$ cat src/rtl/hamming_pkg.sv
// Shared Hamming(15,11) definitions: widths, data-position table and helpers
// used by the syndrome stage and the downstream XOR correction stage.
package hamming_pkg;

  localparam int DATA_W = 11;
  localparam int CW_W   = 15;
  localparam int SYN_W  = 4;

  // Codeword position (1-based) that carries each data bit, data[0] first
  localparam logic [SYN_W-1:0] DATA_POS [DATA_W] = '{
    4'd3, 4'd5, 4'd6, 4'd7, 4'd9, 4'd10, 4'd11, 4'd12, 4'd13, 4'd14, 4'd15
  };

  function automatic logic [SYN_W-1:0] calcSyndrome(input logic [CW_W-1:0] cw);
    logic [SYN_W-1:0] syn;
    syn = '0;
    for (int p = 1; p <= CW_W; p++) begin
      if (cw[p-1]) syn = syn ^ p[SYN_W-1:0];
    end
    return syn;
  endfunction

  function automatic logic [DATA_W-1:0] extractData(input logic [CW_W-1:0] cw);
    logic [DATA_W-1:0] data;
    data = '0;
    for (int i = 0; i < DATA_W; i++) begin
      data[i] = cw[DATA_POS[i] - 4'd1];
    end
    return data;
  endfunction

endpackage

$ cat src/rtl/syndrome_to_mask.sv
// Combinational decode of a Hamming syndrome into a one-hot data error mask
// and a flag for syndromes that point at a parity position.
module syndrome_to_mask
  import hamming_pkg::*;
(
  input  logic [SYN_W-1:0]  syn_i,
  output logic [DATA_W-1:0] mask_o,
  output logic              perr_o
);

  always_comb begin
    mask_o = '0;
    for (int i = 0; i < DATA_W; i++) begin
      mask_o[i] = (syn_i == DATA_POS[i]);
    end
  end

  assign perr_o = (syn_i == 4'd1) || (syn_i == 4'd2) ||
                  (syn_i == 4'd4) || (syn_i == 4'd8);

endmodule

$ cat src/rtl/syndrome_stage.sv
// Two-stage valid/ready pipeline computing the Hamming(15,11) syndrome and
// error mask, plus a saturating count of delivered erroneous words.
module syndrome_stage
  import hamming_pkg::*;
#(
  parameter int CNT_W = 16
) (
  input  logic              clk,
  input  logic              reset,
  input  logic              in_valid,
  output logic              in_ready,
  input  logic [CW_W-1:0]   in_cw,
  output logic              out_valid,
  input  logic              out_ready,
  output logic [DATA_W-1:0] out_data,
  output logic [DATA_W-1:0] out_mask,
  output logic [SYN_W-1:0]  out_syn,
  output logic              out_perr,
  output logic [CNT_W-1:0]  err_count
);

  logic              s1Valid_q, s1Valid_d;
  logic [CW_W-1:0]   s1Cw_q, s1Cw_d;
  logic [SYN_W-1:0]  s1Syn_q, s1Syn_d;
  logic              s2Valid_q, s2Valid_d;
  logic [DATA_W-1:0] s2Data_q, s2Data_d;
  logic [DATA_W-1:0] s2Mask_q, s2Mask_d;
  logic [SYN_W-1:0]  s2Syn_q, s2Syn_d;
  logic              s2Perr_q, s2Perr_d;
  logic [CNT_W-1:0]  errCount_q, errCount_d;

  logic              s1Adv, s2Adv;
  logic [DATA_W-1:0] decMask;
  logic              decPerr;

  syndrome_to_mask uDecode (
    .syn_i  (s1Syn_q),
    .mask_o (decMask),
    .perr_o (decPerr)
  );

  // Ready ripples back combinationally so a full pipe streams without bubbles
  assign s2Adv    = !s2Valid_q || out_ready;
  assign s1Adv    = !s1Valid_q || s2Adv;
  assign in_ready = s1Adv;

  always_comb begin
    s1Valid_d  = s1Valid_q;
    s1Cw_d     = s1Cw_q;
    s1Syn_d    = s1Syn_q;
    s2Valid_d  = s2Valid_q;
    s2Data_d   = s2Data_q;
    s2Mask_d   = s2Mask_q;
    s2Syn_d    = s2Syn_q;
    s2Perr_d   = s2Perr_q;
    errCount_d = errCount_q;

    if (s1Adv) begin
      s1Valid_d = in_valid;
      if (in_valid) begin
        s1Cw_d  = in_cw;
        s1Syn_d = calcSyndrome(in_cw);
      end
    end

    if (s2Adv) begin
      s2Valid_d = s1Valid_q;
      if (s1Valid_q) begin
        s2Data_d = extractData(s1Cw_q);
        s2Mask_d = decMask;
        s2Syn_d  = s1Syn_q;
        s2Perr_d = decPerr;
      end
    end

    // Count only words actually handed downstream, and stop at all-ones
    if (s2Valid_q && out_ready && (s2Syn_q != '0) && (errCount_q != '1)) begin
      errCount_d = errCount_q + 1'b1;
    end
  end

  always_ff @(posedge clk) begin
    if (reset) begin
      s1Valid_q  <= 1'b0;
      s1Cw_q     <= '0;
      s1Syn_q    <= '0;
      s2Valid_q  <= 1'b0;
      s2Data_q   <= '0;
      s2Mask_q   <= '0;
      s2Syn_q    <= '0;
      s2Perr_q   <= 1'b0;
      errCount_q <= '0;
    end else begin
      s1Valid_q  <= s1Valid_d;
      s1Cw_q     <= s1Cw_d;
      s1Syn_q    <= s1Syn_d;
      s2Valid_q  <= s2Valid_d;
      s2Data_q   <= s2Data_d;
      s2Mask_q   <= s2Mask_d;
      s2Syn_q    <= s2Syn_d;
      s2Perr_q   <= s2Perr_d;
      errCount_q <= errCount_d;
    end
  end

  assign out_valid = s2Valid_q;
  assign out_data  = s2Data_q;
  assign out_mask  = s2Mask_q;
  assign out_syn   = s2Syn_q;
  assign out_perr  = s2Perr_q;
  assign err_count = errCount_q;

endmodule

$ cat config.mk
export PLATFORM = sky130hd
export DESIGN_NAME = syndrome_stage
export DESIGN_NICKNAME = d
export VERILOG_FILES = /design/src/rtl/hamming_pkg.sv /design/src/rtl/syndrome_to_mask.sv /design/src/rtl/syndrome_stage.sv
export SDC_FILE = /design/constraint.sdc
export NUM_CORES = 1
export LEC_CHECK = 0
export BUFFER_PORTS_ARGS = -buffer_cell sky130_fd_sc_hd__buf_2
export CAP_MARGIN = 20
export CORE_MARGIN = 2
export CORE_UTILIZATION = 53
export DETAILED_ROUTE_END_ITERATION = 7
export GPL_TIMING_DRIVEN = 0
export PLACE_DENSITY = 0.85
export SKIP_LAST_GASP = 1
export SLEW_MARGIN = 20
export SYNTH_ARGS = -nofsm -noshare
export SYNTH_HDL_FRONTEND = slang
export SYNTH_SLANG_ARGS = --single-unit
$ cat constraint.sdc
create_clock -name clk -period 1.65 [get_ports clk]
set_input_delay 0.0825 -clock clk [delete_from_list [all_inputs] [get_ports clk]]
set_output_delay 0.0825 -clock clk [all_outputs]
set_load 0.01 [all_outputs]
; Word-level counts from Yosys, hierarchy flattened
; Cells that the tools add are included.
[totals]
elab_cells = 96
register_bits = 64
output_inout_bits = 45
[op_classes]
mux = 43
n_addsub = 1
n_eq_ne = 16
reduce_logical = 13
bitwise_logic = 14
[ops]
columns = cell, n
row1 = 2-to-1 mux 4 bit, 36
row2 = "equality test 4 bit, second input constant", 8
row3 = "adder 16 x 1 -> 16 bit, second input constant", 1
row4 = "equality test 4 x 3 -> 1 bit, second input constant", 4
row5 = "!= test 16 bit, second input constant", 1
row6 = 2-to-1 mux 3 bit, 4
row7 = inverter 2 bit, 6
row8 = inverter 3 bit, 4
row9 = "equality test 4 x 2 -> 1 bit, second input constant", 2
row10 = logical OR 1 bit, 5
row11 = "equality test 4 x 1 -> 1 bit, second input constant", 1
row12 = 2-to-1 mux 2 bit, 2
row13 = inverter 4 bit, 1
row14 = AND reduction 2 bit, 2
row15 = nonzero test 4 bit, 1
row16 = logical AND 1 bit, 3
row17 = inverter 1 bit, 3
row18 = zero test 1 bit, 2
row19 = 2-to-1 mux 1 bit, 1

; Logic depth before layout (Yosys ltp)
; Gate-level depths: netlist of the first run.
[logic_depth]
depth_word = 58
ltp_mapped = 6
ltp_nobuf = 6

; Cells and area by module
; From an unflattened synthesis of the first run, not the netlist that was laid out.
[hier_totals]
hier_cells = 343
area_unflattened_um2 = 2762.6
[by_module_without_submodules]
columns = module, cells_per_inst, instances, seq_area_each_um2, area_per_inst_um2
row1 = syndrome_stage, 321, 1, 1201.2, 2647.5
row2 = syndrome_to_mask, 22, 1, 0.0, 115.1

; Worst setup path after synthesis of the first run
; No wires, ideal clock.
[synth_timing]
kind = reg-to-reg
from = register errCount_q[0] (netlist: err_count[0])
to = register errCount_q[3] (netlist: err_count[3])
path_slack_ns = 0.066
stages_incl_launch_ff = 7
synth_period_minus_slack_ns = 1.584
arrival_time_ns = 1.456
n_path_buf = 0
setup_ns = 0.128
cell_sequence = dfxtp_1 ha_1 nand3_1 nor4_4 nor4b_1 xnor2_1 nor2_1
[synth_via]
elab_chain_cells = 2
[synth_lines]
columns = element, line_no
row1 = start: declaration, syndrome_stage.sv:30  ; logic [CNT_W-1:0] errCount_q, errCount_d;
row2 = start signal: assignment, syndrome_stage.sv:102  ; errCount_q <= errCount_d;
row3 = "parallel branches: the longest is 2 deep, another holds adder 16 x 1 -> 16 bit", n/a
; Several ways; the timed one is not identified.
; A chain may end at the register's enable or synchronous reset.

; Worst setup path after layout of the first run
[layout_timing]
from = register errCount_q[6] (netlist: err_count[6])
to = register errCount_q[13] (netlist: err_count[13])
; The elaborated chain is that of the path after synthesis.

==> run metrics, run 1 <==
number of buffers on the longest clock path 2; launch point of the worst path err_count[6]; clock power share 0.453; share of flip-flops with an asynchronous set or reset 0; Post-Route WL 6490 microns; RePlAce Congestion 0.897; critical path fanouts, max 7; cell at the root of the clock tree sky130_fd_sc_hd__clkbuf_8; RSZ-0062 raised after global routing true; Die ar. 5570 sq um; WHS 0.0185 ns; average vias per placed instance 5.28; switching fraction of total power 0.241; post-place instance area 3040 sq um; endpoints failing setup 0; launching element type of the critical path flip-flop; number of detailed-routing iterations run before antenna repair 4; distinct cell type count after synthesis 36; most used standard cell by instance count after synthesis sky130_fd_sc_hd__nand2_1; synthesized netlist cell count 322; number of buffers inserted during clock tree synthesis 9; startpoint of the worst register-to-register path err_count[6]; via count of the first global-routing pass 2334; number of max-cap violations 0; Post-synth top cells sky130_fd_sc_hd__nand2_1 (65), sky130_fd_sc_hd__dfxtp_1 (60), sky130_fd_sc_hd__a21oi_1 (39); initial standard-cell utilization of the core 0.556; kind of end point of the critical path flip-flop; Max rail drop VDD 0.000554 V; area delta synth->final 28.7%; minimum clock period after layout 1.61 ns; initial DRC count 138; clock insertion delay at the later pin of the skew report 0.34 ns; clock net sink count 60; top cells by area in the synthesized netlist sky130_fd_sc_hd__dfxtp_1 (45%), sky130_fd_sc_hd__xnor2_1 (9.3%), sky130_fd_sc_hd__nand2_1 (9.2%), sky130_fd_sc_hd__a21oi_1 (7.4%), sky130_fd_sc_hd__nor2_1 (5.1%); Power Density 1030 nW/um^2; antenna violations before repair 0; Final Hold Fails 0; vertical die dimension 74.6 microns; number of nets in the final layout 422; setup TNS 0 ns; width of the die 74.6 microns; Max Freq 0.622 GHz; Max-Slew Margin vs Limit 0.641; global-route wire length before repair 10200 microns; Most used DFF post-synth sky130_fd_sc_hd__dfxtp_1; largest net degree at the start of global routing 12; Worst EP required 1.89 ns; worst clock skew 0.00573 ns; top-area cell type share of the netlist area 0.454; fraction of power consumed by combinational cells 0.112; post-DR wirelength/cell 13.7 microns; worst path arrival time 1.84 ns; number of flip-flops and latches in the synthesized netlist 60; Lkg Pwr 0.00135 uW; Hold Startpoint in_cw[4]; count of warnings emitted by yosys 0; class of the tightest hold or removal check in -> reg; fraction of layout cells with a size suffix above 1 0.283; Crit Path Category reg -> reg; Port Buffer Count 62; Congestion Overflow GR 0; detailed placer's ending HPWL 4330 microns; part of the cycle the worst path needs 0.975; number of antenna diodes 0; number of enable-type register cells in the synthesized netlist 0; Power Internal 2660 uW; dpl cells 451; core box area 4750 sq um; Slew @ Worst Pin 0.534 ns; library cell occupying the most area in the post-synthesis netlist sky130_fd_sc_hd__dfxtp_1; status finished clean; Routed Antenna Nets 0; overall via count from detail_route 2505; post-synthesis instance area 2650 sq um; total number of placement rows 25; clock tree from TritonCTS built; drc violations 0; CTS H-tree lvls 3; fin area 3400 sq um; syn nets 342; share of synthesized area occupied by flip-flops and latches 0.454; switching power summed over all nets 844 uW; sequential group share of total power 0.435; Non-Filler Instances 474; average cell area after synthesis 8.21 sq um; max-slew violations 0; GRT Resource Usage Total 0.241; clock edge transition at the registers on the reported setup and hold paths 0.07 ns; number of top-level design ports 64
## routing by layer
layer	up-vias	track usage	share of wire
li1	1243	-	-
met1	1155	0.270	0.41
met2	88	0.427	0.51
met3	19	0.0629	0.059
met4	0	0.113	0.023
met5	-	0	0
## cells in the final DEF, fill, tap and decap left out, types with 2 or more instances in the layout
cell type and instances:
sky130_fd_sc_hd__a211oi_1 4, sky130_fd_sc_hd__a21oi_1 39, sky130_fd_sc_hd__buf_1 2, sky130_fd_sc_hd__buf_2 64
sky130_fd_sc_hd__buf_4 6, sky130_fd_sc_hd__bufinv_16 3, sky130_fd_sc_hd__clkbuf_1 9, sky130_fd_sc_hd__clkbuf_2 3
sky130_fd_sc_hd__clkbuf_8 10, sky130_fd_sc_hd__clkinv_2 2, sky130_fd_sc_hd__clkinvlp_4 2, sky130_fd_sc_hd__dfxtp_1 48
sky130_fd_sc_hd__dfxtp_2 10, sky130_fd_sc_hd__dfxtp_4 2, sky130_fd_sc_hd__dlygate4sd3_1 3, sky130_fd_sc_hd__inv_1 2
sky130_fd_sc_hd__mux2i_1 3, sky130_fd_sc_hd__nand2_1 65, sky130_fd_sc_hd__nand2b_1 5, sky130_fd_sc_hd__nand3_1 6
sky130_fd_sc_hd__nand3_4 2, sky130_fd_sc_hd__nand4_1 3, sky130_fd_sc_hd__nor2_1 36, sky130_fd_sc_hd__nor3_1 15
sky130_fd_sc_hd__nor4_1 8, sky130_fd_sc_hd__nor4_2 2, sky130_fd_sc_hd__nor4b_2 2, sky130_fd_sc_hd__o21ai_0 4
sky130_fd_sc_hd__xnor2_1 28, sky130_fd_sc_hd__xor2_1 7
## cell families after synthesis
| family | after synthesis | share of synthesized area |
|---|---|---|
| flops | 60 | 0.454 |
| fa+ha+maj | 1 | 0.00473 |
| compound gates | 49 | 0.0993 |
| mux | 3 | 0.0114 |
| simple gates | 153 | 0.277 |
| buf+inv | 21 | 0.0374 |
| xor+xnor | 35 | 0.116 |
## registers in the layout, summed over array words and instances, names as in the netlist
signal     flops
out_valid      1
out_data      11
out_mask      11
s1Cw_q        11
err_count     16
out_perr       1
s1Valid_q      1
out_syn        4
s1Syn_q        4
## stage by stage
stage                util  setup WS [ns]  total power, uW
finish              0.716         0.0418             3500
CTS                 0.708         0.0146             3530
global route        0.716        -0.0382             3630
global placement    0.639        -0.0464             1920
floorplan               -         0.0665             1830
detailed placement  0.639         -0.128             1930
## worst max-delay path: stages (launching register included)
cell and delay, ns:
sky130_fd_sc_hd__dfxtp_2 0.40, sky130_fd_sc_hd__and4_2 0.27, sky130_fd_sc_hd__nand4_1 0.15, sky130_fd_sc_hd__nor4_1 0.47, sky130_fd_sc_hd__xnor2_1 0.17, sky130_fd_sc_hd__nor2_1 0.05
## final timing paths
path	slack, ns	to	depth (start not counted)
hold / removal	0.02	s1Cw_q[4]	3
setup / recovery	0.04	err_count[13]	5
hold reg to reg	0.45	out_data[10]	2
setup reg to reg	0.04	err_count[13]	5
## what timing repair did
| action | CTS | global route |
|---|---|---|
| hold buffers | 3 | 0 |
| endpoints found under the hold margin | 3 | 0 |
| setup endpoints to repair | 9 | 37 |
| setup buffers | 4 | 0 |
| pin swaps | 3 | 2 |
| gates resized for setup | 7 | 20 |
## cell type report
class	instances	area, sq um
Timing Repair Buffer	69	370
Inverter	2	7.51
Buffer	19	95.1
Tap cell	67	83.8
Fill cell	386	1350
Sequential cell	60	1220
Clock buffer	9	124
Clock inverter	7	115
Multi-Input combinational cell	241	1390
## power groups by stage
stage | clock, uW | sequential [uW] | combinational (uW)
final | 1590 | 1520 | 393
after global routing | 1670 | 1530 | 434
after CTS | 1610 | 1520 | 389
after detailed placement | 0 | 1560 | 376
after global placement | 0 | 1560 | 366
after floorplan | 0 | 1560 | 269
No activity file was read; power rests on OpenSTA's default activity.
==> inputs of run 2 (changes only) <==
--- a/config.mk
+++ b/config.mk
@@ -5,10 +5,11 @@
 export SDC_FILE = /design/constraint.sdc
 export NUM_CORES = 1
 export LEC_CHECK = 0
+export ABC_AREA = 1
 export BUFFER_PORTS_ARGS = -buffer_cell sky130_fd_sc_hd__buf_2
 export CAP_MARGIN = 20
 export CORE_MARGIN = 2
-export CORE_UTILIZATION = 53
+export CORE_UTILIZATION = 54
 export DETAILED_ROUTE_END_ITERATION = 7
 export GPL_TIMING_DRIVEN = 0
 export PLACE_DENSITY = 0.85
==> run 2 against run 1 <==
Total power down 6.9%. Sequential power up 3%. Flip-flop and latch count unchanged. Synthesized cell count rose by 34%. Worst setup slack improved by 0.056 ns. Critical path type unchanged. Register-to-register slack improved by 0.06 ns. Cell count is 22% higher. Highest routed layer unchanged. Sequential share of layout area down 2.5 points. First-iteration DRC count is 20% lower. Synthesized area increased by 14%.
==> run metrics, run 2 <==
Power Internal 2370 uW (was 2660 uW); clock power share 0.382 (was 0.453); Final Hold Fails 0 (unchanged); clock edge transition at the registers on the reported setup and hold paths 0.06 ns (was 0.07 ns); number of antenna diodes 0 (unchanged); share of synthesized area occupied by flip-flops and latches 0.400 (was 0.454); kind of end point of the critical path flip-flop (unchanged); dpl cells 562 (was 451); Slew @ Worst Pin 0.705 ns (was 0.534 ns); switching power summed over all nets 887 uW (was 844 uW); Die ar. 6170 sq um (was 5570 sq um); Max-Slew Margin vs Limit 0.530 (was 0.641); vertical die dimension 78.6 microns (was 74.6 microns); worst clock skew 0.00947 ns (was 0.00573 ns); met1 routed wirelength after detailed routing 3000 microns (was 2670 microns); number of flip-flops and latches in the synthesized netlist 60 (unchanged); sequential group share of total power 0.481 (was 0.435); count of hold buffers inserted by post-cts repair 0 (was 3); Max rail drop VDD 0.000411 V (was 0.000554 V); switching fraction of total power 0.272 (was 0.241); initial standard-cell utilization of the core 0.552 (was 0.556); Max Freq 0.644 GHz (was 0.622 GHz); Port Buffer Count 59 (was 62); part of the cycle the worst path needs 0.941 (was 0.975); clock insertion delay at the later pin of the skew report 0.33 ns (was 0.34 ns); minimum clock period after layout 1.55 ns (was 1.61 ns); GRT Resource Usage Total 0.243 (was 0.241); number of max-cap violations 0 (unchanged); overall via count from detail_route 2960 (was 2505); endpoints failing setup 0 (unchanged); core box area 5440 sq um (was 4750 sq um); synthesized netlist cell count 431 (was 322); fin area 3620 sq um (was 3400 sq um); Post-Route WL 7020 microns (was 6490 microns); Routed Antenna Nets 0 (unchanged); max FFs per register 16 (unchanged); syn nets 451 (was 342); max-slew violations 0 (unchanged); status finished clean (unchanged); launch point of the worst path err_count[0] (was err_count[6]); wire length on met3 314 microns (was 385 microns); number of buffers on the longest clock path 2 (unchanged); Congestion Overflow GR 0 (unchanged); number of buffers inserted during clock tree synthesis 9 (unchanged); distinct cell type count after synthesis 26 (was 36); antenna violations before repair 0 (unchanged); via count of the first global-routing pass 2780 (was 2334); post-synthesis instance area 3000 sq um (was 2650 sq um); Register-to-Register Path Depth 9 (was 5); width of the die 78.6 microns (was 74.6 microns); Hold Startpoint in_cw[9] (was in_cw[4]); clock net sink count 60 (unchanged); number of top-level design ports 64 (unchanged); area delta synth->final 20.5% (was 28.7%); top-area cell type share of the netlist area 0.400 (was 0.454); clock tree from TritonCTS built (unchanged); largest net degree at the start of global routing 11 (was 12); average cell area after synthesis 6.97 sq um (was 8.21 sq um); share of flip-flops with an asynchronous set or reset 0 (unchanged); total number of placement rows 27 (was 25); global-route wire length before repair 11900 microns (was 10200 microns); average vias per placed instance 5.10 (was 5.28); Most used DFF post-synth sky130_fd_sc_hd__dfxtp_1 (unchanged); routed wl met2 3560 microns (was 3290 microns); setup slack at placement -0.145 ns (was -0.128 ns); smallest setup slack after layout 0.0981 ns (was 0.0418 ns); post-DR wirelength/cell 12.1 microns (was 13.7 microns); worst path arrival time 1.74 ns (was 1.84 ns); initial DRC count 111 (was 138); Crit Path Category reg -> reg (unchanged); class of the tightest hold or removal check in -> reg (unchanged); Worst EP required 1.84 ns (was 1.89 ns); Power Density 901 nW/um^2 (was 1030 nW/um^2); number of detailed-routing iterations run before antenna repair 5 (was 4); startpoint of the worst register-to-register path err_count[0] (was err_count[6]); cell at the root of the clock tree sky130_fd_sc_hd__clkbuf_8 (unchanged); detailed placer's ending HPWL 5290 microns (was 4330 microns); top cells by area in the synthesized netlist sky130_fd_sc_hd__dfxtp_1 (40%), sky130_fd_sc_hd__nand2_1 (15%), sky130_fd_sc_hd__nor2_1 (5.8%), sky130_fd_sc_hd__o21ai_0 (5.5%), sky130_fd_sc_hd__inv_1 (5.1%) (was sky130_fd_sc_hd__dfxtp_1 (45%), sky130_fd_sc_hd__xnor2_1 (9.3%), sky130_fd_sc_hd__nand2_1 (9.2%), sky130_fd_sc_hd__a21oi_1 (7.4%), sky130_fd_sc_hd__nor2_1 (5.1%)); highest metal layer with signal wires met4 (unchanged); number of nets in the final layout 523 (was 422); fraction of layout cells with a size suffix above 1 0.211 (was 0.283); launching element type of the critical path flip-flop (unchanged); Lkg Pwr 0.00172 uW (was 0.00135 uW); commonest non-fill, non-tap cells in the layout sky130_fd_sc_hd__nand2_1 (116), sky130_fd_sc_hd__buf_2 (67), sky130_fd_sc_hd__dfxtp_1 (58), sky130_fd_sc_hd__nor2_1 (46), sky130_fd_sc_hd__inv_1 (41) (was sky130_fd_sc_hd__nand2_1 (65), sky130_fd_sc_hd__buf_2 (64), sky130_fd_sc_hd__dfxtp_1 (48), sky130_fd_sc_hd__a21oi_1 (39), sky130_fd_sc_hd__nor2_1 (36)); most frequent standard cell in the layout excluding fill and tap cells sky130_fd_sc_hd__nand2_1 (unchanged); Non-Filler Instances 580 (was 474); post-place instance area 3390 sq um (was 3040 sq um); drc violations 0 (unchanged); Post-synth top cells sky130_fd_sc_hd__nand2_1 (117), sky130_fd_sc_hd__dfxtp_1 (60), sky130_fd_sc_hd__nor2_1 (46) (was sky130_fd_sc_hd__nand2_1 (65), sky130_fd_sc_hd__dfxtp_1 (60), sky130_fd_sc_hd__a21oi_1 (39)); CTS H-tree lvls 3 (unchanged); count of warnings emitted by yosys 0 (unchanged); hold path cells 3 (unchanged); RePlAce Congestion 0.947 (was 0.897); fraction of power consumed by combinational cells 0.137 (was 0.112); number of enable-type register cells in the synthesized netlist 0 (unchanged); library cell occupying the most area in the post-synthesis netlist sky130_fd_sc_hd__dfxtp_1 (unchanged); setup TNS 0 ns (unchanged); critical path fanouts, max 10 (was 7); most used standard cell by instance count after synthesis sky130_fd_sc_hd__nand2_1 (unchanged)
run 2: worst paths after layout:
check                                    end  slack [ns]
worst max-delay path            err_count[6]         0.1
worst min-delay path               s1Cw_q[9]        0.03
worst max register to register  err_count[6]         0.1
worst min register to register   out_mask[8]        0.46
run 2: layer usage:
layer | up-vias | GRT usage
met5 | - | 0
met1 | 1322 | 0.283
met2 | 98 | 0.419
li1 | 1523 | -
met3 | 17 | 0.0437
met4 | 0 | 0.133
run 2: kinds of logic (layout without fill, tap and decap cells):
| group | count (synthesis) | in the layout | synth area share |
|---|---|---|---|
| XOR/XNOR | 28 | 28 | 0.0817 |
| buffers and inverters | 61 | 138 | 0.0846 |
| adder cells (fa/ha/maj) | 1 | 1 | 0.00417 |
| AND/OR/NAND/NOR | 203 | 203 | 0.280 |
| flip-flops | 60 | 60 | 0.400 |
| AO/OA/AOI/OAI | 78 | 78 | 0.150 |
run 2: power groups by stage:
stage | clock network (uW) | logic (uW) | registers [uW]
3_3_place_gp | 0 | 422 | 1600
4_1_cts | 1270 | 443 | 1570
3_5_place_dp | 0 | 438 | 1600
5_1_grt | 1340 | 512 | 1570
2_1_floorplan | 0 | 292 | 1600
6_report | 1250 | 447 | 1570
run 2: area by class of cell:
cell class	instances	area, sq um
fillers	471	1820
multi-input cells	310	1570
flip-flops and latches	60	1210
repair buffers	61	310
inverters	42	158
clock buffers	11	131
plain buffers	19	96.3
well taps	72	90.1
clock inverters	5	52.6
run 2: critical path: stages, from the launching register on:
cell and delay (ns):
sky130_fd_sc_hd__dfxtp_4 0.38, sky130_fd_sc_hd__ha_4 0.18, sky130_fd_sc_hd__nand3_2 0.12, sky130_fd_sc_hd__nor2_4 0.15
sky130_fd_sc_hd__nand3b_1 0.13, sky130_fd_sc_hd__nand2_4 0.13, sky130_fd_sc_hd__inv_2 0.08, sky130_fd_sc_hd__buf_6 0.14
sky130_fd_sc_hd__nand2_1 0.07, sky130_fd_sc_hd__a21oi_2 0.05
run 2: per-stage QoR:
| step | hold slack (ns) | power (uW) | utilization |
|---|---|---|---|
| after floorplan | 0.230 | 1900 | - |
| after global placement | 0.369 | 2020 | 0.623 |
| after detailed placement | 0.381 | 2040 | 0.623 |
| after CTS | 0.0236 | 3280 | 0.660 |
| after global routing | 0.0405 | 3420 | 0.666 |
| final | 0.0341 | 3260 | 0.666 |
run 2: repair_timing:
item | in CTS | in global routing
endpoints found under the setup margin | 11 | 12
buffers inserted | 0 | 2
pin swaps | 0 | 0
gates resized for setup | 4 | 5
cloned | 0 | 0
==> inputs of run 3 (changes only) <==
--- a/config.mk
+++ b/config.mk
@@ -9,10 +9,10 @@
 export BUFFER_PORTS_ARGS = -buffer_cell sky130_fd_sc_hd__buf_2
 export CAP_MARGIN = 20
 export CORE_MARGIN = 2
-export CORE_UTILIZATION = 54
+export CORE_UTILIZATION = 35
 export DETAILED_ROUTE_END_ITERATION = 7
 export GPL_TIMING_DRIVEN = 0
-export PLACE_DENSITY = 0.85
+export PLACE_DENSITY = 0.61
 export SKIP_LAST_GASP = 1
 export SLEW_MARGIN = 20
 export SYNTH_ARGS = -nofsm -noshare
==> constraint.sdc (replaced) <==
create_clock -name clk -period 1.65 [get_ports clk]
set_input_delay 0.495 -clock clk [delete_from_list [all_inputs] [get_ports clk]]
set_output_delay 0.495 -clock clk [all_outputs]
set_load 0.01 [all_outputs]
==> run 3 against run 2 <==
Register-to-register slack got worse by 0.02 ns. Combinational power hardly changed. Cell count rose by 6.6%.
==> run metrics, run 3 (synthesis gave the netlist of run 2 again) <==
status finished clean (unchanged); clock insertion delay at the later pin of the skew report 0.35 ns (was 0.33 ns); clock tree from TritonCTS built (unchanged); number of antenna diodes 0 (unchanged); Final Hold Fails 0 (unchanged); Routed Antenna Nets 0 (unchanged); initial DRC count 106 (was 111); worst clock skew 0.0102 ns (was 0.00947 ns); utilization of the core after routing 0.450 (was 0.666); Port Buffer Count 59 (unchanged); critical path fanouts, max 10 (unchanged); core box area 8260 sq um (was 5440 sq um); average vias per placed instance 4.68 (was 5.10); Slew @ Worst Pin 0.706 ns (was 0.705 ns); max-slew violations 0 (unchanged); number of max-cap violations 0 (unchanged); endpoints failing setup 0 (unchanged); filler instances 879 (was 471); Max-Slew Margin vs Limit 0.529 (was 0.530); Lkg Pwr 0.00175 uW (was 0.00172 uW); width of the die 96.6 microns (was 78.6 microns); clock net sink count 60 (unchanged); count of hold buffers inserted by post-cts repair 0 (unchanged); RePlAce Congestion 0.901 (was 0.947); number of buffers inserted during clock tree synthesis 9 (unchanged); setup TNS 0 ns (unchanged); CTS H-tree lvls 3 (unchanged); antenna violations before repair 0 (unchanged); Power Internal 2390 uW (was 2370 uW); total number of placement rows 33 (was 27); detailed placer's ending HPWL 5460 microns (was 5290 microns); sequential group share of total power 0.464 (was 0.481); part of the cycle the worst path needs 0.952 (was 0.941); launching element type of the critical path flip-flop (unchanged); switching power summed over all nets 977 uW (was 887 uW); class of the tightest hold or removal check in -> reg (unchanged); global-route wire length before repair 12000 microns (was 11900 microns); post-DR wirelength/cell 12.0 microns (was 12.1 microns); number of nets in the final layout 528 (was 523); max FFs per register 16 (unchanged); commonest non-fill, non-tap cells in the layout sky130_fd_sc_hd__nand2_1 (117), sky130_fd_sc_hd__buf_2 (67), sky130_fd_sc_hd__dfxtp_1 (56), sky130_fd_sc_hd__nor2_1 (46), sky130_fd_sc_hd__inv_1 (41) (was sky130_fd_sc_hd__nand2_1 (116), sky130_fd_sc_hd__buf_2 (67), sky130_fd_sc_hd__dfxtp_1 (58), sky130_fd_sc_hd__nor2_1 (46), sky130_fd_sc_hd__inv_1 (41)); post-place instance area 3430 sq um (was 3390 sq um); via count of the first global-routing pass 2610 (was 2780); minimum clock period after layout 1.57 ns (was 1.55 ns); cell at the root of the clock tree sky130_fd_sc_hd__clkbuf_8 (unchanged); number of top-level design ports 64 (unchanged); Crit Path Category reg -> reg (unchanged); Max Freq 0.637 GHz (was 0.644 GHz); most frequent standard cell in the layout excluding fill and tap cells sky130_fd_sc_hd__nand2_1 (unchanged); worst path arrival time 1.78 ns (was 1.74 ns); overall via count from detail_route 2893 (was 2960); vertical die dimension 96.6 microns (was 78.6 microns); number of detailed-routing iterations run before antenna repair 4 (was 5); fin area 3710 sq um (was 3620 sq um); Die ar. 9340 sq um (was 6170 sq um); Post-Route WL 7430 microns (was 7020 microns); largest net degree at the start of global routing 13 (was 11); RSZ-0062 raised after global routing false; kind of end point of the critical path flip-flop (unchanged); area delta synth->final 23.7% (was 20.5%); initial standard-cell utilization of the core 0.364 (was 0.552); Max rail drop VDD 0.000320 V (was 0.000411 V); Power Density 908 nW/um^2 (was 901 nW/um^2); clock power share 0.404 (was 0.382); Worst EP required 1.86 ns (was 1.84 ns); drc violations 0 (unchanged); clock edge transition at the registers on the reported setup and hold paths 0.08 ns (was 0.06 ns); GRT Resource Usage Total 0.159 (was 0.243); fraction of layout cells with a size suffix above 1 0.222 (was 0.211); switching fraction of total power 0.290 (was 0.272); number of buffers on the longest clock path 2 (unchanged); fraction of power consumed by combinational cells 0.132 (was 0.137); Congestion Overflow GR 0 (unchanged)
-- run 3: worst paths after layout --
check / from / endpoint / slack [ns] / depth (start not counted)
worst max register to register: err_count[5] / err_count[7] / 0.08 / 8
worst min-delay path: in_cw[9] / s1Cw_q[9] / 0.44 / 3
worst min register to register: out_mask[0] / out_mask[0] / 0.46 / 2
worst max-delay path: err_count[5] / err_count[7] / 0.08 / 8
-- run 3: metal layers --
| layer | GRT usage | share of wire |
|---|---|---|
| met2 | 0.264 | 0.48 |
| met5 | 0 | 0 |
| met4 | 0.0802 | 0.018 |
| met1 | 0.193 | 0.47 |
| met3 | 0.0354 | 0.032 |
-- run 3: metrics by stage --
stage	cells	hold WS (ns)	worst slack, ns	total power (uW)
floorplan	431	0.450	0.0301	1900
global placement	595	0.455	-0.195	2030
detailed placement	595	0.455	-0.182	2040
CTS	611	0.415	0.0210	3410
global route	618	0.446	0.00441	3540
finish	618	0.436	0.0791	3370
-- run 3: worst max-delay path, cell delays in order (launching register included) --
cell and delay (ns):
sky130_fd_sc_hd__dfxtp_1 0.47, sky130_fd_sc_hd__nand4_1 0.19, sky130_fd_sc_hd__nor2_4 0.16, sky130_fd_sc_hd__nand3b_1 0.14, sky130_fd_sc_hd__nand2_4 0.13, sky130_fd_sc_hd__inv_2 0.07, sky130_fd_sc_hd__buf_6 0.14, sky130_fd_sc_hd__nand2_1 0.08
sky130_fd_sc_hd__a21oi_2 0.05
-- run 3: what timing repair did --
action                     in CTS  in global routing
pin swaps                       0                  3
setup endpoints to repair      15                 13
cloned                          0                  0
gates resized for setup         5                  5
setup buffers                   0                  7
-- run 3: area by class of cell --
| class | count | area [sq um] | area share |
|---|---|---|---|
| Multi-Input combinational cell | 310 | 1570 | 0.423 |
| Sequential cell | 60 | 1210 | 0.326 |
| Timing Repair Buffer | 66 | 348 | 0.0936 |
| Inverter | 42 | 158 | 0.0424 |
| Tap cell | 105 | 131 | 0.0354 |
| Clock buffer | 10 | 128 | 0.0344 |
| Buffer | 19 | 96.3 | 0.0259 |
| Clock inverter | 6 | 72.6 | 0.0195 |
-- run 3: power groups by stage --
stage | clock network, uW | registers, uW | logic, uW
after CTS | 1400 | 1570 | 444
after global placement | 0 | 1600 | 433
final | 1360 | 1560 | 446
after floorplan | 0 | 1600 | 292
after global routing | 1460 | 1570 | 511
after detailed placement | 0 | 1600 | 441
